## src/rtl/hazard_scoreboard_unit_pkg.sv

```systemverilog
// ============================================================================
// Module   : hazard_pkg
// Brief    : Shared constants, state/cause enums and forward-select helper
// Revision : 1.0
// ============================================================================
`default_nettype none

package hazard_pkg;

  localparam int HZ_REG_ADDR_W = 5;
  localparam int HZ_CNT_W      = 8;
  localparam int NUM_CAUSES    = 5;

  localparam logic [1:0] FWD_RF  = 2'b00;
  localparam logic [1:0] FWD_WB  = 2'b01;
  localparam logic [1:0] FWD_MEM = 2'b10;

  typedef enum logic [2:0] {
    LOAD_USE  = 3'd0,
    BRANCH    = 3'd1,
    MD_RAW    = 3'd2,
    MD_WAW    = 3'd3,
    MD_STRUCT = 3'd4
  } stall_cause_e;

  typedef enum logic [0:0] {
    MD_IDLE = 1'b0,
    MD_RUN  = 1'b1
  } md_state_e;

  // Memory stage wins over writeback because it holds the younger result
  function automatic logic [1:0] fwd_sel(input logic hit_m, input logic hit_w);
    if (hit_m)      return FWD_MEM;
    else if (hit_w) return FWD_WB;
    else            return FWD_RF;
  endfunction

endpackage

`default_nettype wire

```

## src/rtl/hazard_scoreboard_unit_if.sv

```systemverilog
// ============================================================================
// Module   : hazard_scoreboard_unit_if
// Brief    : Pipeline-to-hazard-unit signal bundle with master/slave views
// Revision : 1.0
// ============================================================================
`default_nettype none

interface hazard_scoreboard_unit_if #(
  parameter int REG_ADDR_W = 5
);
  logic [REG_ADDR_W-1:0] Rs_D, Rt_D, Write_Reg_D;
  logic                  Reg_Write_D, Md_Op_D, Branch_D, Branch_Not_Equal_D;
  logic [REG_ADDR_W-1:0] Rs_E, Rt_E, Write_Reg_E, Md_Dest_E;
  logic                  Mem_To_Reg_E, Reg_Write_E, Md_Start_E;
  logic [REG_ADDR_W-1:0] Write_Reg_M, Write_Reg_W;
  logic                  Mem_To_Reg_M, Reg_Write_M, Reg_Write_W;
  logic                  Stall_F, Stall_D, Flush_E;
  logic                  Forward_AD, Forward_BD;
  logic [1:0]            Forward_AE, Forward_BE;
  logic                  Md_Busy, Md_Done;
  logic [REG_ADDR_W-1:0] Md_Wb_Reg;

  modport master (
    output Rs_D, Rt_D, Write_Reg_D, Reg_Write_D, Md_Op_D, Branch_D, Branch_Not_Equal_D,
    output Rs_E, Rt_E, Write_Reg_E, Md_Dest_E, Mem_To_Reg_E, Reg_Write_E, Md_Start_E,
    output Write_Reg_M, Write_Reg_W, Mem_To_Reg_M, Reg_Write_M, Reg_Write_W,
    input  Stall_F, Stall_D, Flush_E, Forward_AD, Forward_BD, Forward_AE, Forward_BE,
    input  Md_Busy, Md_Done, Md_Wb_Reg
  );

  modport slave (
    input  Rs_D, Rt_D, Write_Reg_D, Reg_Write_D, Md_Op_D, Branch_D, Branch_Not_Equal_D,
    input  Rs_E, Rt_E, Write_Reg_E, Md_Dest_E, Mem_To_Reg_E, Reg_Write_E, Md_Start_E,
    input  Write_Reg_M, Write_Reg_W, Mem_To_Reg_M, Reg_Write_M, Reg_Write_W,
    output Stall_F, Stall_D, Flush_E, Forward_AD, Forward_BD, Forward_AE, Forward_BE,
    output Md_Busy, Md_Done, Md_Wb_Reg
  );
endinterface

`default_nettype wire

```

## src/rtl/hazard_scoreboard_unit_md_scoreboard.sv

```systemverilog
// ============================================================================
// Module   : md_scoreboard
// Brief    : Busy/latency tracking and pending-write vector for the MUL/DIV unit
// Revision : 1.0
// ============================================================================
`default_nettype none

module md_scoreboard
  import hazard_pkg::*;
#(
  parameter int REG_ADDR_W = HZ_REG_ADDR_W,
  parameter int MD_LATENCY = 4
) (
  input  wire logic                       clk_i,
  input  wire logic                       rst_n_i,
  input  wire logic                       md_start_i,
  input  wire logic [REG_ADDR_W-1:0]      md_dest_i,
  output logic      [(2**REG_ADDR_W)-1:0] pend_o,
  output logic                            md_busy_o,
  output logic                            md_done_o,
  output logic      [REG_ADDR_W-1:0]      md_wb_reg_o
);
  localparam int NUM_REGS = 2**REG_ADDR_W;

  md_state_e             state_q, state_d;
  logic [HZ_CNT_W-1:0]   cnt_q, cnt_d;
  logic [REG_ADDR_W-1:0] wb_reg_q, wb_reg_d;
  logic [NUM_REGS-1:0]   sb_q, sb_d;
  logic [NUM_REGS-1:0]   issue_vec;

  always_ff @(posedge clk_i or negedge rst_n_i) begin
    if (!rst_n_i) begin
      state_q  <= MD_IDLE;
      cnt_q    <= '0;
      wb_reg_q <= '0;
      sb_q     <= '0;
    end else begin
      state_q  <= state_d;
      cnt_q    <= cnt_d;
      wb_reg_q <= wb_reg_d;
      sb_q     <= sb_d;
    end
  end

  always_comb begin
    state_d  = state_q;
    cnt_d    = cnt_q;
    wb_reg_d = wb_reg_q;
    sb_d     = sb_q;
    case (state_q)
      MD_IDLE: begin
        if (md_start_i) begin
          state_d  = MD_RUN;
          cnt_d    = HZ_CNT_W'(MD_LATENCY - 1);
          wb_reg_d = md_dest_i;
          if (md_dest_i != '0) sb_d[md_dest_i] = 1'b1;
        end
      end
      MD_RUN: begin
        // A start seen here is illegal and deliberately dropped
        if (cnt_q != '0) begin
          cnt_d = cnt_q - 1'b1;
        end else begin
          state_d          = MD_IDLE;
          sb_d[wb_reg_q]   = 1'b0;
        end
      end
      default: state_d = MD_IDLE;
    endcase
  end

  always_comb begin
    issue_vec = '0;
    if (md_start_i) issue_vec[md_dest_i] = 1'b1;
    pend_o    = sb_q | issue_vec;
    pend_o[0] = 1'b0;
  end

  assign md_busy_o   = (state_q == MD_RUN);
  assign md_done_o   = (state_q == MD_RUN) && (cnt_q == '0);
  assign md_wb_reg_o = wb_reg_q;

endmodule

`default_nettype wire

```

## src/rtl/hazard_scoreboard_unit.sv

```systemverilog
// ============================================================================
// Module   : hazard_scoreboard_unit
// Brief    : MIPS hazard unit: forwarding, stalls, MUL/DIV pending scoreboard.
//            Optional macro HAZARD_PERF_CNT_EN adds the Stall_Cycles counter.
// Revision : 1.0
// ============================================================================
`default_nettype none

module hazard_scoreboard_unit
  import hazard_pkg::*;
#(
  parameter int REG_ADDR_W = HZ_REG_ADDR_W,
  parameter int MD_LATENCY = 4
) (
  input  wire logic               Clk,
  input  wire logic               Rst_N,
  hazard_scoreboard_unit_if.slave hz
`ifdef HAZARD_PERF_CNT_EN
  ,
  output logic [31:0]             Stall_Cycles
`endif
);
  localparam int NUM_REGS = 2**REG_ADDR_W;

  logic [NUM_REGS-1:0]   pend;
  logic [NUM_CAUSES-1:0] cause;
  logic                  stall;
  logic                  br_hit_e, br_hit_m;

  md_scoreboard #(
    .REG_ADDR_W (REG_ADDR_W),
    .MD_LATENCY (MD_LATENCY)
  ) u_md_scoreboard (
    .clk_i       (Clk),
    .rst_n_i     (Rst_N),
    .md_start_i  (hz.Md_Start_E),
    .md_dest_i   (hz.Md_Dest_E),
    .pend_o      (pend),
    .md_busy_o   (hz.Md_Busy),
    .md_done_o   (hz.Md_Done),
    .md_wb_reg_o (hz.Md_Wb_Reg)
  );

  assign br_hit_e = hz.Reg_Write_E && (hz.Write_Reg_E != '0) &&
                    ((hz.Write_Reg_E == hz.Rs_D) || (hz.Write_Reg_E == hz.Rt_D));
  assign br_hit_m = hz.Mem_To_Reg_M && (hz.Write_Reg_M != '0) &&
                    ((hz.Write_Reg_M == hz.Rs_D) || (hz.Write_Reg_M == hz.Rt_D));

  // Register 0 is masked out of pend, so the scoreboard causes need no extra guard
  always_comb begin
    cause            = '0;
    cause[LOAD_USE]  = hz.Mem_To_Reg_E && (hz.Rt_E != '0) &&
                       ((hz.Rt_E == hz.Rs_D) || (hz.Rt_E == hz.Rt_D));
    cause[BRANCH]    = (hz.Branch_D || hz.Branch_Not_Equal_D) && (br_hit_e || br_hit_m);
    cause[MD_RAW]    = pend[hz.Rs_D] || pend[hz.Rt_D];
    cause[MD_WAW]    = hz.Reg_Write_D && pend[hz.Write_Reg_D];
    cause[MD_STRUCT] = hz.Md_Op_D && (hz.Md_Busy || hz.Md_Start_E);
  end

  assign stall      = Rst_N && (|cause);
  assign hz.Stall_F = stall;
  assign hz.Stall_D = stall;
  assign hz.Flush_E = stall;

  always_comb begin
    hz.Forward_AE = FWD_RF;
    hz.Forward_BE = FWD_RF;
    hz.Forward_AD = 1'b0;
    hz.Forward_BD = 1'b0;
    if (Rst_N) begin
      hz.Forward_AE = fwd_sel(hz.Reg_Write_M && (hz.Rs_E != '0) && (hz.Rs_E == hz.Write_Reg_M),
                              hz.Reg_Write_W && (hz.Rs_E != '0) && (hz.Rs_E == hz.Write_Reg_W));
      hz.Forward_BE = fwd_sel(hz.Reg_Write_M && (hz.Rt_E != '0) && (hz.Rt_E == hz.Write_Reg_M),
                              hz.Reg_Write_W && (hz.Rt_E != '0) && (hz.Rt_E == hz.Write_Reg_W));
      hz.Forward_AD = hz.Reg_Write_M && !hz.Mem_To_Reg_M && (hz.Rs_D != '0) &&
                      (hz.Rs_D == hz.Write_Reg_M);
      hz.Forward_BD = hz.Reg_Write_M && !hz.Mem_To_Reg_M && (hz.Rt_D != '0) &&
                      (hz.Rt_D == hz.Write_Reg_M);
    end
  end

`ifdef HAZARD_PERF_CNT_EN
  logic [31:0] stall_cycles_q, stall_cycles_d;

  always_ff @(posedge Clk or negedge Rst_N) begin
    if (!Rst_N) stall_cycles_q <= '0;
    else        stall_cycles_q <= stall_cycles_d;
  end

  always_comb begin
    stall_cycles_d = stall_cycles_q;
    if (stall && (stall_cycles_q != 32'hFFFF_FFFF)) stall_cycles_d = stall_cycles_q + 32'd1;
  end

  assign Stall_Cycles = stall_cycles_q;
`endif

endmodule

`default_nettype wire

```

## src/flat_wrapper.sv

```systemverilog
// flat-port wrapper written by rule: the top's interface ports become plain ports
module hazard_scoreboard_unit_flat import hazard_pkg::*;
#(
  parameter int REG_ADDR_W = HZ_REG_ADDR_W,
  parameter int MD_LATENCY = 4
)
  (Clk, Rst_N, hz_Rs_D, hz_Rt_D, hz_Write_Reg_D, hz_Reg_Write_D, hz_Md_Op_D, hz_Branch_D, hz_Branch_Not_Equal_D, hz_Rs_E, hz_Rt_E, hz_Write_Reg_E, hz_Md_Dest_E, hz_Mem_To_Reg_E, hz_Reg_Write_E, hz_Md_Start_E, hz_Write_Reg_M, hz_Write_Reg_W, hz_Mem_To_Reg_M, hz_Reg_Write_M, hz_Reg_Write_W, hz_Stall_F, hz_Stall_D, hz_Flush_E, hz_Forward_AD, hz_Forward_BD, hz_Forward_AE, hz_Forward_BE, hz_Md_Busy, hz_Md_Done, hz_Md_Wb_Reg);
  hazard_scoreboard_unit_if #(.REG_ADDR_W(REG_ADDR_W)) hz_i ();
  input  wire logic Clk;
  input  wire logic Rst_N;
  input wire logic [$bits(hz_i.Rs_D)-1:0] hz_Rs_D;
  input wire logic [$bits(hz_i.Rt_D)-1:0] hz_Rt_D;
  input wire logic [$bits(hz_i.Write_Reg_D)-1:0] hz_Write_Reg_D;
  input wire logic [$bits(hz_i.Reg_Write_D)-1:0] hz_Reg_Write_D;
  input wire logic [$bits(hz_i.Md_Op_D)-1:0] hz_Md_Op_D;
  input wire logic [$bits(hz_i.Branch_D)-1:0] hz_Branch_D;
  input wire logic [$bits(hz_i.Branch_Not_Equal_D)-1:0] hz_Branch_Not_Equal_D;
  input wire logic [$bits(hz_i.Rs_E)-1:0] hz_Rs_E;
  input wire logic [$bits(hz_i.Rt_E)-1:0] hz_Rt_E;
  input wire logic [$bits(hz_i.Write_Reg_E)-1:0] hz_Write_Reg_E;
  input wire logic [$bits(hz_i.Md_Dest_E)-1:0] hz_Md_Dest_E;
  input wire logic [$bits(hz_i.Mem_To_Reg_E)-1:0] hz_Mem_To_Reg_E;
  input wire logic [$bits(hz_i.Reg_Write_E)-1:0] hz_Reg_Write_E;
  input wire logic [$bits(hz_i.Md_Start_E)-1:0] hz_Md_Start_E;
  input wire logic [$bits(hz_i.Write_Reg_M)-1:0] hz_Write_Reg_M;
  input wire logic [$bits(hz_i.Write_Reg_W)-1:0] hz_Write_Reg_W;
  input wire logic [$bits(hz_i.Mem_To_Reg_M)-1:0] hz_Mem_To_Reg_M;
  input wire logic [$bits(hz_i.Reg_Write_M)-1:0] hz_Reg_Write_M;
  input wire logic [$bits(hz_i.Reg_Write_W)-1:0] hz_Reg_Write_W;
  output wire logic [$bits(hz_i.Stall_F)-1:0] hz_Stall_F;
  output wire logic [$bits(hz_i.Stall_D)-1:0] hz_Stall_D;
  output wire logic [$bits(hz_i.Flush_E)-1:0] hz_Flush_E;
  output wire logic [$bits(hz_i.Forward_AD)-1:0] hz_Forward_AD;
  output wire logic [$bits(hz_i.Forward_BD)-1:0] hz_Forward_BD;
  output wire logic [$bits(hz_i.Forward_AE)-1:0] hz_Forward_AE;
  output wire logic [$bits(hz_i.Forward_BE)-1:0] hz_Forward_BE;
  output wire logic [$bits(hz_i.Md_Busy)-1:0] hz_Md_Busy;
  output wire logic [$bits(hz_i.Md_Done)-1:0] hz_Md_Done;
  output wire logic [$bits(hz_i.Md_Wb_Reg)-1:0] hz_Md_Wb_Reg;
  assign hz_i.Rs_D = hz_Rs_D;
  assign hz_i.Rt_D = hz_Rt_D;
  assign hz_i.Write_Reg_D = hz_Write_Reg_D;
  assign hz_i.Reg_Write_D = hz_Reg_Write_D;
  assign hz_i.Md_Op_D = hz_Md_Op_D;
  assign hz_i.Branch_D = hz_Branch_D;
  assign hz_i.Branch_Not_Equal_D = hz_Branch_Not_Equal_D;
  assign hz_i.Rs_E = hz_Rs_E;
  assign hz_i.Rt_E = hz_Rt_E;
  assign hz_i.Write_Reg_E = hz_Write_Reg_E;
  assign hz_i.Md_Dest_E = hz_Md_Dest_E;
  assign hz_i.Mem_To_Reg_E = hz_Mem_To_Reg_E;
  assign hz_i.Reg_Write_E = hz_Reg_Write_E;
  assign hz_i.Md_Start_E = hz_Md_Start_E;
  assign hz_i.Write_Reg_M = hz_Write_Reg_M;
  assign hz_i.Write_Reg_W = hz_Write_Reg_W;
  assign hz_i.Mem_To_Reg_M = hz_Mem_To_Reg_M;
  assign hz_i.Reg_Write_M = hz_Reg_Write_M;
  assign hz_i.Reg_Write_W = hz_Reg_Write_W;
  assign hz_Stall_F = hz_i.Stall_F;
  assign hz_Stall_D = hz_i.Stall_D;
  assign hz_Flush_E = hz_i.Flush_E;
  assign hz_Forward_AD = hz_i.Forward_AD;
  assign hz_Forward_BD = hz_i.Forward_BD;
  assign hz_Forward_AE = hz_i.Forward_AE;
  assign hz_Forward_BE = hz_i.Forward_BE;
  assign hz_Md_Busy = hz_i.Md_Busy;
  assign hz_Md_Done = hz_i.Md_Done;
  assign hz_Md_Wb_Reg = hz_i.Md_Wb_Reg;
  hazard_scoreboard_unit #(.REG_ADDR_W(REG_ADDR_W), .MD_LATENCY(MD_LATENCY)) u_core (.Clk(Clk), .Rst_N(Rst_N), .hz(hz_i));
endmodule
```

## config.mk

```make
export PLATFORM = sky130hd
export DESIGN_NAME = hazard_scoreboard_unit_flat
export DESIGN_NICKNAME = d
export VERILOG_FILES = /design/src/rtl/hazard_scoreboard_unit_pkg.sv /design/src/rtl/hazard_scoreboard_unit_if.sv /design/src/rtl/hazard_scoreboard_unit_md_scoreboard.sv /design/src/rtl/hazard_scoreboard_unit.sv /design/src/flat_wrapper.sv
export SDC_FILE = /design/constraint.sdc
export NUM_CORES = 1
export LEC_CHECK = 0
export CAP_MARGIN = 30
export CELL_PAD_IN_SITES_DETAIL_PLACEMENT = 0
export CELL_PAD_IN_SITES_GLOBAL_PLACEMENT = 1
export CORE_MARGIN = 2
export CORE_UTILIZATION = 41
export CTS_BUF_LIST = sky130_fd_sc_hd__clkbuf_8
export DETAILED_ROUTE_END_ITERATION = 16
export GPL_TIMING_DRIVEN = 1
export PLACE_DENSITY = 0.8
export SETUP_SLACK_MARGIN = 0.05
export SLEW_MARGIN = 20
export SYNTH_ARGS = -nofsm -noshare
export SYNTH_HDL_FRONTEND = slang
export SYNTH_SLANG_ARGS = --single-unit
```

## constraint.sdc

```tcl
create_clock -name Clk -period 5.8 [get_ports Clk]
set_input_delay 1.74 -clock Clk [delete_from_list [all_inputs] [get_ports Clk]]
set_output_delay 1.74 -clock Clk [all_outputs]
set_load 0.05 [all_outputs]
```

## Word-level counts from Yosys, hierarchy flattened

Index checks and enable logic that the tools add are counted.

- Register bits: 46
- Bits of input ports: 57

- Add/subtract/negate cells: 1
- Order comparisons: 7
- Eq/ne operators: 16
- Multiplexer cells: 29
- Bitwise logic cells: 5
- Reductions and logical operators: 47

Operator list:

| kind | number |
|---|---|
| 2-to-1 mux 32 bit | 4 |
| bitwise OR 32 bit | 2 |
| case mux 32 bit (2 select lines) | 1 |
| equality test 5 bit | 12 |
| nonzero test 5 bit | 7 |
| AND 32 bit | 1 |
| inverter 32 bit | 1 |
| < comparator 5 x 6 -> 1 bit (second input constant) | 5 |
| logical AND 1 bit | 26 |
| 2-to-1 mux 8 bit | 2 |
| case mux 8 bit (2 select lines) | 1 |
| binary-select mux 1 bit (select 5 bit) | 3 |
| 2-to-1 mux 1 bit | 11 |
| demux 1 bit (select 5 bit) | 2 |
| greater-or-equal comparator 5 x 1 -> 1 bit (second input constant) | 2 |
| logical NOT 8 bit | 1 |
| 2-to-1 mux 2 bit | 4 |
| nonzero test 8 bit | 1 |
| subtractor 8 x 1 -> 8 bit (second input constant) | 1 |
| logical OR 1 bit | 7 |
| != test 2 bit (second input constant) | 3 |
| OR reduction 5 bit | 1 |
| AND reduction 2 bit | 2 |
| AND reduction 3 bit | 1 |
| other kinds (4) | 4 |

## Depth between registers and ports, before layout

Gate-level depths: netlist (run 1).

- Depth in word-level cells: 11
- Mapped depth: 11
- Depth with buffers taken out: 8

## By module

Synthesis (run 1) repeated with hierarchy kept, for this count alone.

- Cell total of the unflattened synthesis: 451
- Area total of the unflattened synthesis: 4207.8 um2

Modules (own cells, without submodules):

| module | times used | cells each | area an instance (um2) | sequential area each (um2) |
|---|---|---|---|---|
| md_scoreboard | 1 | 267 | 2499.9 | 1126.1 |
| hazard_scoreboard_unit | 1 | 184 | 1707.9 | 0.0 |

## Worst setup path before layout (run 1)

Ideal clock, no wire load.

- Path kind: input port to output port
- From: input hz_Md_Dest_E[2]
- To: output hz_Stall_D
- Arrival: 4.595 ns
- Data required time: 4.060 ns
- Setup slack: -0.535 ns
- Stages: 9
- Buffers on the path: 3
- Cell sequence: buf_6 and3b_2 buf_2 a21oi_1 mux4_2 a2111oi_0 nor4_1 a31oi_1 buf_4

- Longest elaborated chain between the ends: 11
- Elaborated cells on any way between the ends: 17
- Those cells by class: order compare: 2; mux: 9; bitwise: 1; reduce/logical: 5

RTL lines:

| element | line | RTL |
|---|---|---|
| start: declaration | flat_wrapper.sv:21 | `input wire logic [$bits(hz_i.Md_Dest_E)-1:0] hz_Md_Dest_E;` |
| < comparator 5 x 6 -> 1 bit (not written as such) / greater-or-equal comparator 5 x 1 -> 1 bit (equally long branches) | hazard_scoreboard_unit_md_scoreboard.sv:74 | `if (md_start_i) issue_vec[md_dest_i] = 1'b1;` |
| logical AND 1 bit (not written as such) | hazard_scoreboard_unit_md_scoreboard.sv:74 |  |
| 2-to-1 mux 1 bit (not written as such) | hazard_scoreboard_unit_md_scoreboard.sv:74 |  |
| demux 1 bit (select 5 bit) (*) | hazard_scoreboard_unit_md_scoreboard.sv:74 |  |
| 2-to-1 mux 32 bit (*) | hazard_scoreboard_unit_md_scoreboard.sv:74 |  |
| bitwise OR 32 bit (*) | hazard_scoreboard_unit_md_scoreboard.sv:75 | `pend_o = sb_q \| issue_vec;` |
| binary-select mux 1 bit (select 5 bit) (on tied branches) | hazard_scoreboard_unit.sv:55, hazard_scoreboard_unit.sv:56 |  |
| 2-to-1 mux 1 bit (on tied branches) | hazard_scoreboard_unit.sv:55, hazard_scoreboard_unit.sv:56 |  |
| logical OR 1 bit / logical AND 1 bit (equally long branches) | hazard_scoreboard_unit.sv:55, hazard_scoreboard_unit.sv:56 |  |
| OR reduction 5 bit (*) | hazard_scoreboard_unit.sv:60 | `assign stall = Rst_N && (\|cause);` |
| logical AND 1 bit (*) | hazard_scoreboard_unit.sv:60 |  |
| end: declaration | flat_wrapper.sv:31 | `output wire logic [$bits(hz_i.Stall_D)-1:0] hz_Stall_D;` |

Mark *: on every way between the ends. The rest lies on a longest branch, timed or not. The select of a mux whose other input is x is not followed.

## Worst setup path in the final report (run 1)

- From: input hz_Md_Dest_E[4]
- To: output hz_Stall_D

The elaborated chain is that of the path after synthesis.

==> out/metrics.yaml, run 1 <==
status: "completed"
holdCritPathClass: "flip-flop to flip-flop"
rsz0062_at_grt: "true"
cts_buffers: 5
fin_tns_setup_ns: 0
die_w_um: 104
htree_levels: 2
clock-sinks: 45
max_clock_freq_ghz: 0.175
ir_drop_uv: 225
cts_hold_buf: 0
grt_pass1_wl_um: 23900
async_flop_share_pct: 100
place_congestion: 0.918
worst_pin_slew_ns: 0.726
dieArea_um2: 10700
grt_max_degree: 46
dieHeight_um: 104
grt_antenna_before_repair: 0
dr_wl_met2_um: 7420
slew_violations: 0
final_nets: 703
drtPass1Iterations: 5
ant_nets: 0
antenna_cells: 0
synth-edff-count: 0
yosysSeqAreaShare_pct: 27.7
fin_hold_ws_ns: 0.498
critPathMaxFanout: 5
synthTopCellsByCount: "76 x a21oi_1, 45 x dfrtp_1, 44 x nand2_1, 32 x a211oi_1, 28 x xor2_1"
maxSlewHeadroom_pct: 51.5
routed_via_density: 5.87
wl_met1_um: 6510
syn2layout_area_growth_pct: 50.3
overflow: 0
synth_warnings: 0
maxUsedRoutingLayer: "met4"
ios: 73
p_comb_share_pct: 49.8
multi_input_area_um2: 2940
min_period_ns: 5.71
cp-end-kind: "output port"
power.switching_uw: 626
clk_pin_slew_worst_paths_ns: 0.08
dr_total_vias: 4572
seq_area_um2: 1130
synth_ff_type: "dfrtp_1"
met3_length_um: 1070
grt_pass1_vias: 4463
syn_nets: 558
num_rows: 36
synth_cell_type_count: 62
synth_area_per_cell_um2: 8.13
finalHoldViolCount: 0
root_buffer: "clkbuf_8"
period_share_pct: 98.5
insertion_delay_ns: 0.30
cp.arrival_ns: 3.97
cts_tree: "built"
drtIter0Drc: 219
fp.coreArea_um2: 9680
synth.area.top_cells: "dfrtp_1 28%, a21oi_1 9.4%, xor2_1 6.0%"
pwr_density_cell_nw_per_um2: 238
track_usage_pct: 27.7
pwr-share-clk_pct: 14.7
synth_top_area_share_pct: 27.7
synth.most_common_cell: "a21oi_1"
drc: 0
start_util_pct: 42.0
clock_path_buffers: 2
drv_cap: 0
drive_gt1_share_pct: 31.6
nFillCells: 865
hpwl_um: 11600
syn_area_um2: 4060
leakage_uw: 0.00262
numPortBuffers: 72
setup_violations: 0
intPower_uw: 826
pwr-share-seq_pct: 35.5
avgRoutedWirePerCell_um: 19.6
required_ns: 4.06
ys_seq_elements: 45
wirelength_um: 15300
cp-start-kind: "input pin"
p_sw_share_pct: 43.1
clock_skew_ns: 0.00859
crit_type: "input pin to output port"
synthCells: 500
yosys.area.top_type: "dfrtp_1"
[timing repair]
item | 4_1_cts | 5_1_grt
gates resized for setup | 72 | 63
setup endpoints to repair | 3 | 3
setup buffers | 6 | 9
pin swaps | 18 | 23
cloned | 1 | 0
[layer usage]
metal	vias up	track usage [%]
met4	0	6.85
met2	207	47.3
met3	30	4.03
met5	-	0
li1	2157	-
met1	2178	37.1
[metrics by stage]
stage	instance area, um^2	util, %	setup WS, ns	instances	total power [uW]
5_1_grt	6110	63.1	0.0316	779	1540
6_report	6110	63.1	0.0885	779	1450
3_3_place_gp	5530	57.1	-0.466	754	1170
3_5_place_dp	5540	57.2	-0.572	755	1190
2_1_floorplan	4090	-	-0.00495	500	902
4_1_cts	5800	59.9	0.0239	770	1420
[critical path: stages]
cell and delay (ns):
buf_6 0.10, buf_4 0.15, and3b_2 0.29, buf_6 0.12, a21oi_2 0.06, buf_4 0.14
mux4_2 0.48, nand4bb_1 0.19, o211ai_1 0.16, nor4_4 0.07, a31oi_4 0.29, buf_12 0.18
[registers in the layout, summed over array words and instances (netlist names)]
| signal | flops |
|---|---|
| u_core.u_md_scoreboard.sb_q | 31 |
| u_core.u_md_scoreboard.md_wb_reg_o | 5 |
| u_core.u_md_scoreboard.md_busy_o | 1 |
| u_core.u_md_scoreboard.cnt_q | 8 |
[power groups by stage]
stage	combinational (uW)	clock (uW)	sequential, uW
after floorplan	367	0	535
after CTS	696	215	509
after detailed placement	677	0	512
after global routing	777	232	529
after global placement	665	0	509
final	723	213	516
[area by class of cell]
cell class                 instances  share of cell area, %
sequential                        45                   18.4
tap                              133                   2.72
clock inverter                     1                 0.0820
clock buffer                       7                   1.58
inverter                          11                  0.676
multi-input combinational        394                   48.1
timing repair buffer             188                   28.4
[cell families after synthesis]
| family | share of synthesized area, % |
|---|---|
| AO/OA/AOI/OAI | 26.4 |
| adder cells (fa/ha/maj) | 0.308 |
| multiplexers | 5.36 |
| AND/OR/NAND/NOR | 22.0 |
| buffers and inverters | 7.36 |
| XOR/XNOR | 10.8 |
| flip-flops | 27.7 |
[worst paths after layout]
| kind | slack, ns | startpoint | cells after the start | endpoint |
|---|---|---|---|---|
| max | 0.09 | hz_Md_Dest_E[4] | 12 | hz_Stall_D |
| min | 0.50 | u_core.u_md_scoreboard.cnt_q[4] | 1 | u_core.u_md_scoreboard.cnt_q[4] |
| max reg2reg | 3.15 | u_core.u_md_scoreboard.md_busy_o | 6 | u_core.u_md_scoreboard.sb_q[16] |
| min reg2reg | 0.50 | u_core.u_md_scoreboard.cnt_q[4] | 1 | u_core.u_md_scoreboard.cnt_q[4] |
| max in group asynchronous | 3.73 | Rst_N | 2 | u_core.u_md_scoreboard.sb_q[10] |
| min in group asynchronous | 1.69 | Rst_N | 2 | u_core.u_md_scoreboard.sb_q[18] |
[cells in the final DEF, fill, tap and decap left out, types with 5 or more instances in the layout]
cell type,n
buf_4,103
a21oi_1,59
dfrtp_1,45
nand2_1,44
clkdlybuf4s50_1,31
a211oi_1,30
xor2_1,27
nor2_1,23
xnor2_1,22
nor3_1,22
a21oi_2,18
dlymetal6s2s_1,17
buf_6,17
nand3_1,13
inv_1,10
a22o_1,9
nor3b_1,8
o21ai_0,8
clkbuf_8,7
dlygate4sd2_1,7
buf_12,7
mux2i_1,6
mux4_2,6
nor4_1,5
nand4_1,5
nand2b_1,5
Power figures use the tool's default switching activity.
==> run 2, diff against run 1 <==
Settings changed: CORE_UTILIZATION 41 to 35, PLACE_DENSITY 0.8 to 0.69.
==> out/metrics.yaml, run 2 (same netlist as run 1, synthesis figures left out) <==
status: "completed"
clock-sinks: 45
fp.coreArea_um2: 11400
place_congestion: 0.879
overflow: 0
cp-end-kind: "output port"
max_clock_freq_ghz: 0.173
crit_type: "input pin to output port"
die_w_um: 112
ant_nets: 0
track_usage_pct: 24.5
dp_slack_ns: -0.550
largest_register_ffs: 31
grt_pass1_vias: 4433
clock_skew_ns: 0.00515
r2r_cells: 6
grt_max_degree: 47
cts_tree: "built"
setup_violations: 0
wirelength_um: 15200
drtPass1Iterations: 5
rrSetupSlack_ns: 3.13
critPathMaxFanout: 5
period_share_pct: 99.9
required_ns: 4.06
finalHoldViolCount: 0
dieHeight_um: 112
seq_area_um2: 1130
reg2reg_from: "u_core.u_md_scoreboard.md_busy_o"
grt_antenna_before_repair: 0
maxSlewHeadroom_pct: 42.0
dieArea_um2: 12500
start_util_pct: 35.7
syn2layout_area_growth_pct: 48.6
routed_via_density: 5.67
cp.arrival_ns: 4.05
htree_levels: 2
final_area_um2: 6040
antenna_cells: 0
grt_pass1_wl_um: 24400
slew_violations: 0
ios: 73
leakage_uw: 0.00254
crit_start: "hz_Md_Dest_E[2]"
hpwl_um: 11900
drive_gt1_share_pct: 30.0
insertion_delay_ns: 0.31
clk_pin_slew_worst_paths_ns: 0.08
worst_pin_slew_ns: 0.863
cp-endpoint: "hz_Stall_F"
ir_drop_uv: 284
drv_cap: 0
avgRoutedWirePerCell_um: 19.4
rr_endpoint: "u_core.u_md_scoreboard.sb_q[16]"
cp-start-kind: "input pin"
num_rows: 39
pwr_density_cell_nw_per_um2: 244
setup_slack_ns: 0.00602
min_period_ns: 5.79
drtIter0Drc: 202
final_nets: 698
fin_hold_ws_ns: 0.493
numPortBuffers: 72
clock_path_buffers: 2
top_register: "u_core.u_md_scoreboard.sb_q"
root_buffer: "clkbuf_8"
final_cell_mix: "99 x buf_4, 67 x a21oi_1, 45 x dfrtp_1"
dr_total_vias: 4446
cts_buffers: 5
drc: 0
holdCritPathClass: "flip-flop to flip-flop"
place_area_um2: 5550
final_common_cell: "buf_4"
multi_input_area_um2: 2890
rsz0062_at_grt: "true"
nFillCells: 1074
## run 2: cell types whose count changed in the layout (fill, tap and decap cells not counted), moves of 3 or more
| cell | before | now |
|---|---|---|
| clkdlybuf4s50_1 | 31 | 34 |
| buf_6 | 17 | 11 |
| dlygate4sd2_1 | 7 | 12 |
| dlymetal6s2s_1 | 17 | 10 |
| a21oi_1 | 59 | 67 |
| buf_4 | 103 | 99 |
| a21oi_2 | 18 | 12 |
## run 2: report_power, final
part	leakage, uW	switching [uW]	total, uW	internal (uW)
Sequential	0.000597	117	514	397
Combinational	0.00189	396	713	316
Clock	0.0000626	110	249	139
Total	0.00254	623	1480	852
## run 2: layer usage
metal	share of wire [%]	track usage (%)	wire (um)
met1	46	33.4	6920
met2	47	41.6	7160
met3	5.5	2.99	829
met4	1.9	5.76	295
met5	0	0	0
## run 2: cell type report
cell class | count | share of cell area [%]
well taps | 143 | 2.96
clock inverters | 2 | 0.560
multi-input cells | 394 | 47.8
flip-flops and latches | 45 | 18.7
inverters | 11 | 0.705
repair buffers | 183 | 28.0
clock buffers | 6 | 1.37
## run 2: through the flow
stage | utilization (%) | setup TNS (ns) | instances | total power, uW
2_1_floorplan | - | -0.00990 | 500 | 902
3_3_place_gp | 48.7 | -1.52 | 761 | 1180
3_5_place_dp | 48.8 | -1.65 | 762 | 1190
4_1_cts | 52.1 | 0 | 779 | 1470
5_1_grt | 53.1 | -0.142 | 784 | 1570
6_report | 53.1 | 0 | 784 | 1480
## run 2: repair_timing
| item | 4_1_cts | 5_1_grt |
|---|---|---|
| endpoints found under the setup margin | 3 | 3 |
| pin swaps | 23 | 11 |
| resized for setup | 97 | 23 |
| hold buffers | 0 | 0 |
| buffers inserted | 8 | 5 |
| cloned | 1 | 0 |
## run 2: worst min path at each step
stage                                          startpoint                               to  slack [ns]  cells past startpoint
final                     u_core.u_md_scoreboard.cnt_q[0]  u_core.u_md_scoreboard.cnt_q[0]        0.49                      1
after global routing       u_core.u_md_scoreboard.sb_q[5]   u_core.u_md_scoreboard.sb_q[5]        0.52                      1
after CTS                 u_core.u_md_scoreboard.cnt_q[0]  u_core.u_md_scoreboard.cnt_q[0]        0.49                      1
after detailed placement  u_core.u_md_scoreboard.cnt_q[0]  u_core.u_md_scoreboard.cnt_q[0]        0.48                      1
after global placement    u_core.u_md_scoreboard.cnt_q[4]  u_core.u_md_scoreboard.cnt_q[4]        0.46                      1
after floorplan           u_core.u_md_scoreboard.cnt_q[4]  u_core.u_md_scoreboard.cnt_q[4]        0.45                      1
## run 2: critical path, stage by stage
cell     delay [ns]
buf_8          0.10
buf_6          0.12
nor3b_4        0.29
a21oi_2        0.10
mux4_2         0.49
or4b_4         0.55
o31ai_4        0.08
o31ai_4        0.10
a31oi_4        0.31
buf_12         0.18
==> RTL change 1, RTL diff (settings of run 1) <==
`HZ_CNT_W`: 8 -> 10.
--- a/src/rtl/hazard_scoreboard_unit_pkg.sv
+++ b/src/rtl/hazard_scoreboard_unit_pkg.sv
@@ -10,3 +10,3 @@
   localparam int HZ_REG_ADDR_W = 5;
-  localparam int HZ_CNT_W      = 8;
+  localparam int HZ_CNT_W      = 10;
   localparam int NUM_CAUSES    = 5;
Check against the original RTL: no difference found for any inputs over 4 cycles, from zero or initial values and one cycle with Rst_N low; that may be too few to reach the edited logic, so the function may still have changed.
==> RTL change 1 against run 1 <==
- worst setup slack got worse by 68 ps
- sequential share of layout area grew 1.5 points
- non-clock buffer count is 13 lower
- power is 6.5% lower
- synthesized cell count fell by 2.6%
- critical path type unchanged
- critical endpoint unchanged
- sequential cell count rose by 2
- cell count fell by 2.4%
- final area down 3.5%
- synthesized area barely moved
- wire length is 10% lower
- core utilization shrank 2.2 points
==> RTL change 1: results (changes against run 1) <==
Parameter                              Value

Placement
  Cell count after placement ... 737 (-2.4%)
  Post-place instance area ... 5470 um2 (-1.1%)
  Final weighted congestion of routability-driven global placement ... 0.964 (+5.1%)
  Detailed placer's ending HPWL ... 10,600 um (-8.7%)

Yosys
  Ys Warns ... 0 (unchanged)
  Post-Synthesis Net Count ... 545 (-2.3%)
  Number of distinct library cells after synthesis ... 56 (-9.7%)
  Most frequent cells after synthesis ... 86 x sky130_fd_sc_hd__a21oi_1, 47 x sky130_fd_sc_hd__dfrtp_1, 35 x sky130_fd_sc_hd__nand2_1, 29 x sky130_fd_sc_hd__nor2_1, 29 x sky130_fd_sc_hd__xnor2_1
  Main area contributors after synthesis ... sky130_fd_sc_hd__dfrtp_1 29%, sky130_fd_sc_hd__a21oi_1 11%, sky130_fd_sc_hd__xnor2_1 6.3%
  Part of the Yosys area used for sequential elements ... 29.0% (+1.2 points)
  Post-synth top area share ... 29.0% (+1.2 points)
  Post-Syn Area per Cell ... 8.34 um2 (+2.6%)
  Most used flip-flop cell after synthesis ... sky130_fd_sc_hd__dfrtp_1

Layout
  Number of cells in the finished layout apart from fillers ... 760 (-2.4%)
  Layout filler cell count ... 844 (-2.4%)
  Top reg by flops ... u_core.u_md_scoreboard.sb_q
  Share of layout cells above drive strength 1 ... 28.5% (-3.0 points)
  Final nets ... 684 (-2.7%)

Global route
  Total Routing Usage GR ... 25.6% (-2.1 points)
  Number of global-route vias before repair ... 4,470 (+0.16%)
  Maximum number of pins on one net before global-route repair ... 48 (+4.3%)
  First-pass GRT wire length ... 22,500 um (-5.9%)

Drt
  Aggregate routed wire length ... 13,700 um (-10%)
  Via-per-instance ratio ... 5.84 (-0.55%)
  Initial DRT Pass Iterations ... 6 (+1)
  Number of violations reported at the end of detailed-routing iteration 0 ... 258 (+18%)

Min path
  Min-Delay Endpoint ... u_core.u_md_scoreboard.cnt_q[0]
  Hold Startpoint ... u_core.u_md_scoreboard.cnt_q[0]
  Worst Hold Depth ... 1 (unchanged)

Setup path
  Reg-to-reg setup timing slack ... 2850 ps (-300 ps)
  Arrival time of the worst setup path ... 4040 ps (+70 ps)
  Endpoint of the lowest-slack register-to-register path ... u_core.u_md_scoreboard.sb_q[5]
  Maximum fanout count along the critical path ... 3 (-2)
  Origin of the critical flop-to-flop path ... u_core.u_md_scoreboard.cnt_q[0]
  Worst reg-to-reg path cell count ... 9 (+3)

Pwr
  Worst ir drop on vdd ... 0.298 mV (+33%)
  Static Leakage ... 2.45 nW (-6.6%)

Timing
  Slew headroom ... 42.2% (-9.4 points)
  Clock skew after layout ... 4.56 ps (-4.03 ps)

Outcome
  Status ... finished clean
## RTL change 1: area by class of cell
type	count	area (um2)	area share [%]
multi-input combinational	390	2810	47.8
inverter	7	26.3	0.446
clock buffer	5	68.8	1.17
tap	133	166	2.82
clock inverter	3	67.6	1.15
timing repair buffer	175	1570	26.7
sequential	47	1180	20.0
## RTL change 1: worst max path at each step
stage	startpoint	end	slack (ps)	cells after the start
detailed placement	hz_Md_Dest_E[1]	hz_Flush_E	-540	11
finish	hz_Write_Reg_M[1]	hz_Stall_D	20	9
global route	hz_Md_Dest_E[1]	hz_Stall_D	-80	12
floorplan	hz_Md_Dest_E[3]	hz_Stall_D	-510	9
CTS	hz_Md_Dest_E[1]	hz_Flush_E	-10	12
global placement	hz_Md_Dest_E[1]	hz_Stall_F	-470	11
## RTL change 1: timing repair
item                       4_1_cts  5_1_grt
setup buffers                   13        1
resized for setup               89       15
hold buffers                     0        0
pin swaps                       17       16
setup endpoints to repair        3        3
## RTL change 1: cells by family after synthesis
logic type               after synthesis  share of synthesized area (%)
AND/OR/NAND/NOR                      170                           23.3
XOR/XNOR                              56                           12.1
flip-flops                            47                           29.0
multiplexers                          22                           8.50
AO/OA/AOI/OAI                        141                           20.8
adder cells (fa/ha/maj)                1                          0.308
buffers and inverters                 50                           6.07
## RTL change 1: where the power goes
group | internal (W) | switching [W]
clock network | 0.000172 | 0.000113
logic | 0.000261 | 0.000330
registers | 0.000396 | 0.0000857
total | 0.000828 | 0.000529
## RTL change 1: layer usage
layer,routed length (um),global-route usage (%)
met1,5580,31.9
met2,6500,43.2
met3,1010,4.03
met4,615,13.0
met5,0,0
## RTL change 1: worst max-delay path: stages
cell,delay [ps]
sky130_fd_sc_hd__dlygate4sd2_1,250
sky130_fd_sc_hd__or4_4,530
sky130_fd_sc_hd__o221ai_2,190
sky130_fd_sc_hd__a21oi_2,50
sky130_fd_sc_hd__or4_4,490
sky130_fd_sc_hd__o41ai_2,340
sky130_fd_sc_hd__o211ai_1,130
sky130_fd_sc_hd__buf_4,180
sky130_fd_sc_hd__buf_12,150
## RTL change 1: stage by stage
| stage | hold slack [ps] | worst slack, ps |
|---|---|---|
| final | 516 | 20.7 |
| after CTS | 521 | -10.9 |
| after floorplan | 463 | -505 |
| after detailed placement | 504 | -538 |
| after global placement | 483 | -473 |
| after global routing | 564 | -79.5 |
==> RTL change 2, RTL diff (config.mk and constraints of run 1) <==
Made on the original files. `sb_q` no longer has a reset.
--- a/src/rtl/hazard_scoreboard_unit_md_scoreboard.sv
+++ b/src/rtl/hazard_scoreboard_unit_md_scoreboard.sv
@@ -35,3 +35,2 @@
       wb_reg_q <= '0;
-      sb_q     <= '0;
     end else begin
@@ -40,4 +39,7 @@
       wb_reg_q <= wb_reg_d;
-      sb_q     <= sb_d;
     end
+  end
+
+  always_ff @(posedge clk_i) begin
+    sb_q <= sb_d;
   end
Function: changed (a bounded check fails within 4 cycles, from zero or initial values and one cycle with Rst_N low).
==> RTL change 2 against run 1 <==
- power rose by 1.3%
- critical path depth fell by 1
- sequential share of layout area rose by 3.1 points
- final area fell by 2.7%
- combinational power rose by 3.0%
- worst setup slack got worse by 39 ps
- synthesized cell count fell by 8.0%
- register-to-register slack got worse by 130 ps
- sequential cell count did not move
- core utilization fell by 1.7 points
- highest routed layer unchanged
- sequential power rose by 4.1%
- wire length fell by 14%
- clock power fell by 11%
- synthesized area fell by 0.43%
==> RTL change 2: results (changes against run 1) <==
Parameter                              Value

Placement
  Detailed placer's ending HPWL ... 10,200 um (-12%)
  Final weighted congestion of routability-driven global placement ... 0.972 (+5.9%)
  Worst slack at placement ... -478 ps (+94.5 ps)
  Post-place instance area ... 5590 um2 (+0.88%)

Yosys
  Post-Synthesis Net Count ... 518 (-7.2%)
  Number of distinct library cells after synthesis ... 54 (-13%)
  Share of synthesized flip-flops with an asynchronous set or reset ... 31.1% (-69 points)
  Count of flip-flops with a built-in enable after synthesis ... 31 (+31)
  Main area contributors after synthesis ... sky130_fd_sc_hd__edfxtp_1 23%, sky130_fd_sc_hd__a21oi_1 12%, sky130_fd_sc_hd__dfrtp_1 8.7%
  Fraction of the mapped netlist area in compound gates ... 21.6% (-4.8 points)
  Parity-gate share of the synthesized area counting xor and xnor cells ... 11.3% (+0.48 points)
  Part of the Yosys area used for sequential elements ... 31.7% (+4.0 points)
  Multiplexer area fraction after synthesis ... 9.80% (+4.4 points)
  Most frequent cells after synthesis ... 99 x sky130_fd_sc_hd__a21oi_1, 31 x sky130_fd_sc_hd__edfxtp_1, 30 x sky130_fd_sc_hd__xnor2_1, 25 x sky130_fd_sc_hd__nand2_1

Min path
  Hold Startpoint ... u_core.u_md_scoreboard.cnt_q[2]

Pwr
  Static Leakage ... 2.31 nW (-12%)
  Worst ir drop on vdd ... 0.253 mV (+13%)

Drt
  Number of violations reported at the end of detailed-routing iteration 0 ... 261 (+19%)
  Aggregate routed wire length ... 13,200 um (-14%)
  Via-per-instance ratio ... 5.78 (-1.5%)
  Met2 WL ... 6550 um (-12%)
  Met3 wirelength from detailed routing ... 934 um (-13%)
  M1 WL ... 5450 um (-16%)

Setup path
  Reg-to-reg setup timing slack ... 3020 ps (-130 ps)
  Origin of the critical flop-to-flop path ... u_core.u_md_scoreboard.cnt_q[0]
  Kind of cell with the highest combined delay on the critical path ... multiplexers
  Worst setup startpoint ... hz_Md_Dest_E[1]
  Arrival time of the worst setup path ... 4010 ps (+40 ps)

Layout
  Layout filler cell count ... 810 (-6.4%)
  Share of layout cells above drive strength 1 ... 29.9% (-1.7 points)
  Final nets ... 652 (-7.3%)

Global route
  Maximum number of pins on one net before global-route repair ... 32 (-30%)
  Number of global-route vias before repair ... 4,240 (-5.0%)
  Total Routing Usage GR ... 25.0% (-2.7 points)
  First-pass GRT wire length ... 20,900 um (-13%)

Outcome
  Status ... finished clean

Timing
  Highest Clock Rate ... 174 MHz (-0.68%)
  Slew headroom ... 37.4% (-14 points)
RTL change 2: final timing paths:
check / endpoint / depth (start not counted)
setup reg to reg: u_core.u_md_scoreboard.sb_q[21] / 7
setup / recovery: hz_Stall_D / 11
max in group asynchronous: u_core.u_md_scoreboard.cnt_q[2] / 2
hold reg to reg: u_core.u_md_scoreboard.cnt_q[2] / 1
hold / removal: u_core.u_md_scoreboard.cnt_q[2] / 1
min in group asynchronous: u_core.u_md_scoreboard.md_wb_reg_o[0] / 2
RTL change 2: per-stage QoR:
step / cells / hold WS, ps / utilization, %
floorplan: 460 / 455 / -
global placement: 705 / 476 / 57.6
detailed placement: 706 / 484 / 57.7
CTS: 726 / 495 / 60.5
global route: 728 / 518 / 61.4
finish: 728 / 500 / 61.4
RTL change 2: final cells by class:
| cell class | instances | area [um2] | share of cell area [%] |
|---|---|---|---|
| Clock buffer | 5 | 68.8 | 1.16 |
| Tap cell | 133 | 166 | 2.80 |
| Sequential cell | 45 | 1280 | 21.6 |
| Inverter | 9 | 33.8 | 0.568 |
| Timing Repair Buffer | 174 | 1660 | 27.9 |
| Multi-Input combinational cell | 359 | 2720 | 45.8 |
| Clock inverter | 3 | 15.0 | 0.253 |
RTL change 2: metal layers:
| layer | global-route usage, % | vias up |
|---|---|---|
| li1 | - | 1989 |
| met1 | 31.7 | 2015 |
| met2 | 43.0 | 180 |
| met3 | 3.83 | 26 |
| met4 | 9.41 | 0 |
| met5 | 0 | - |
RTL change 2: repair_timing:
item,in CTS,in global routing
gates resized for setup,55,16
pin swaps,10,7
setup endpoints to repair,3,3
buffers inserted,12,2
RTL change 2: power by group:
group,total [W],switching [W],internal [W]
sequential,0.000537,0.0000851,0.000452
clock,0.000189,0.000107,0.0000819
combinational,0.000745,0.000417,0.000328
total,0.00147,0.000609,0.000861
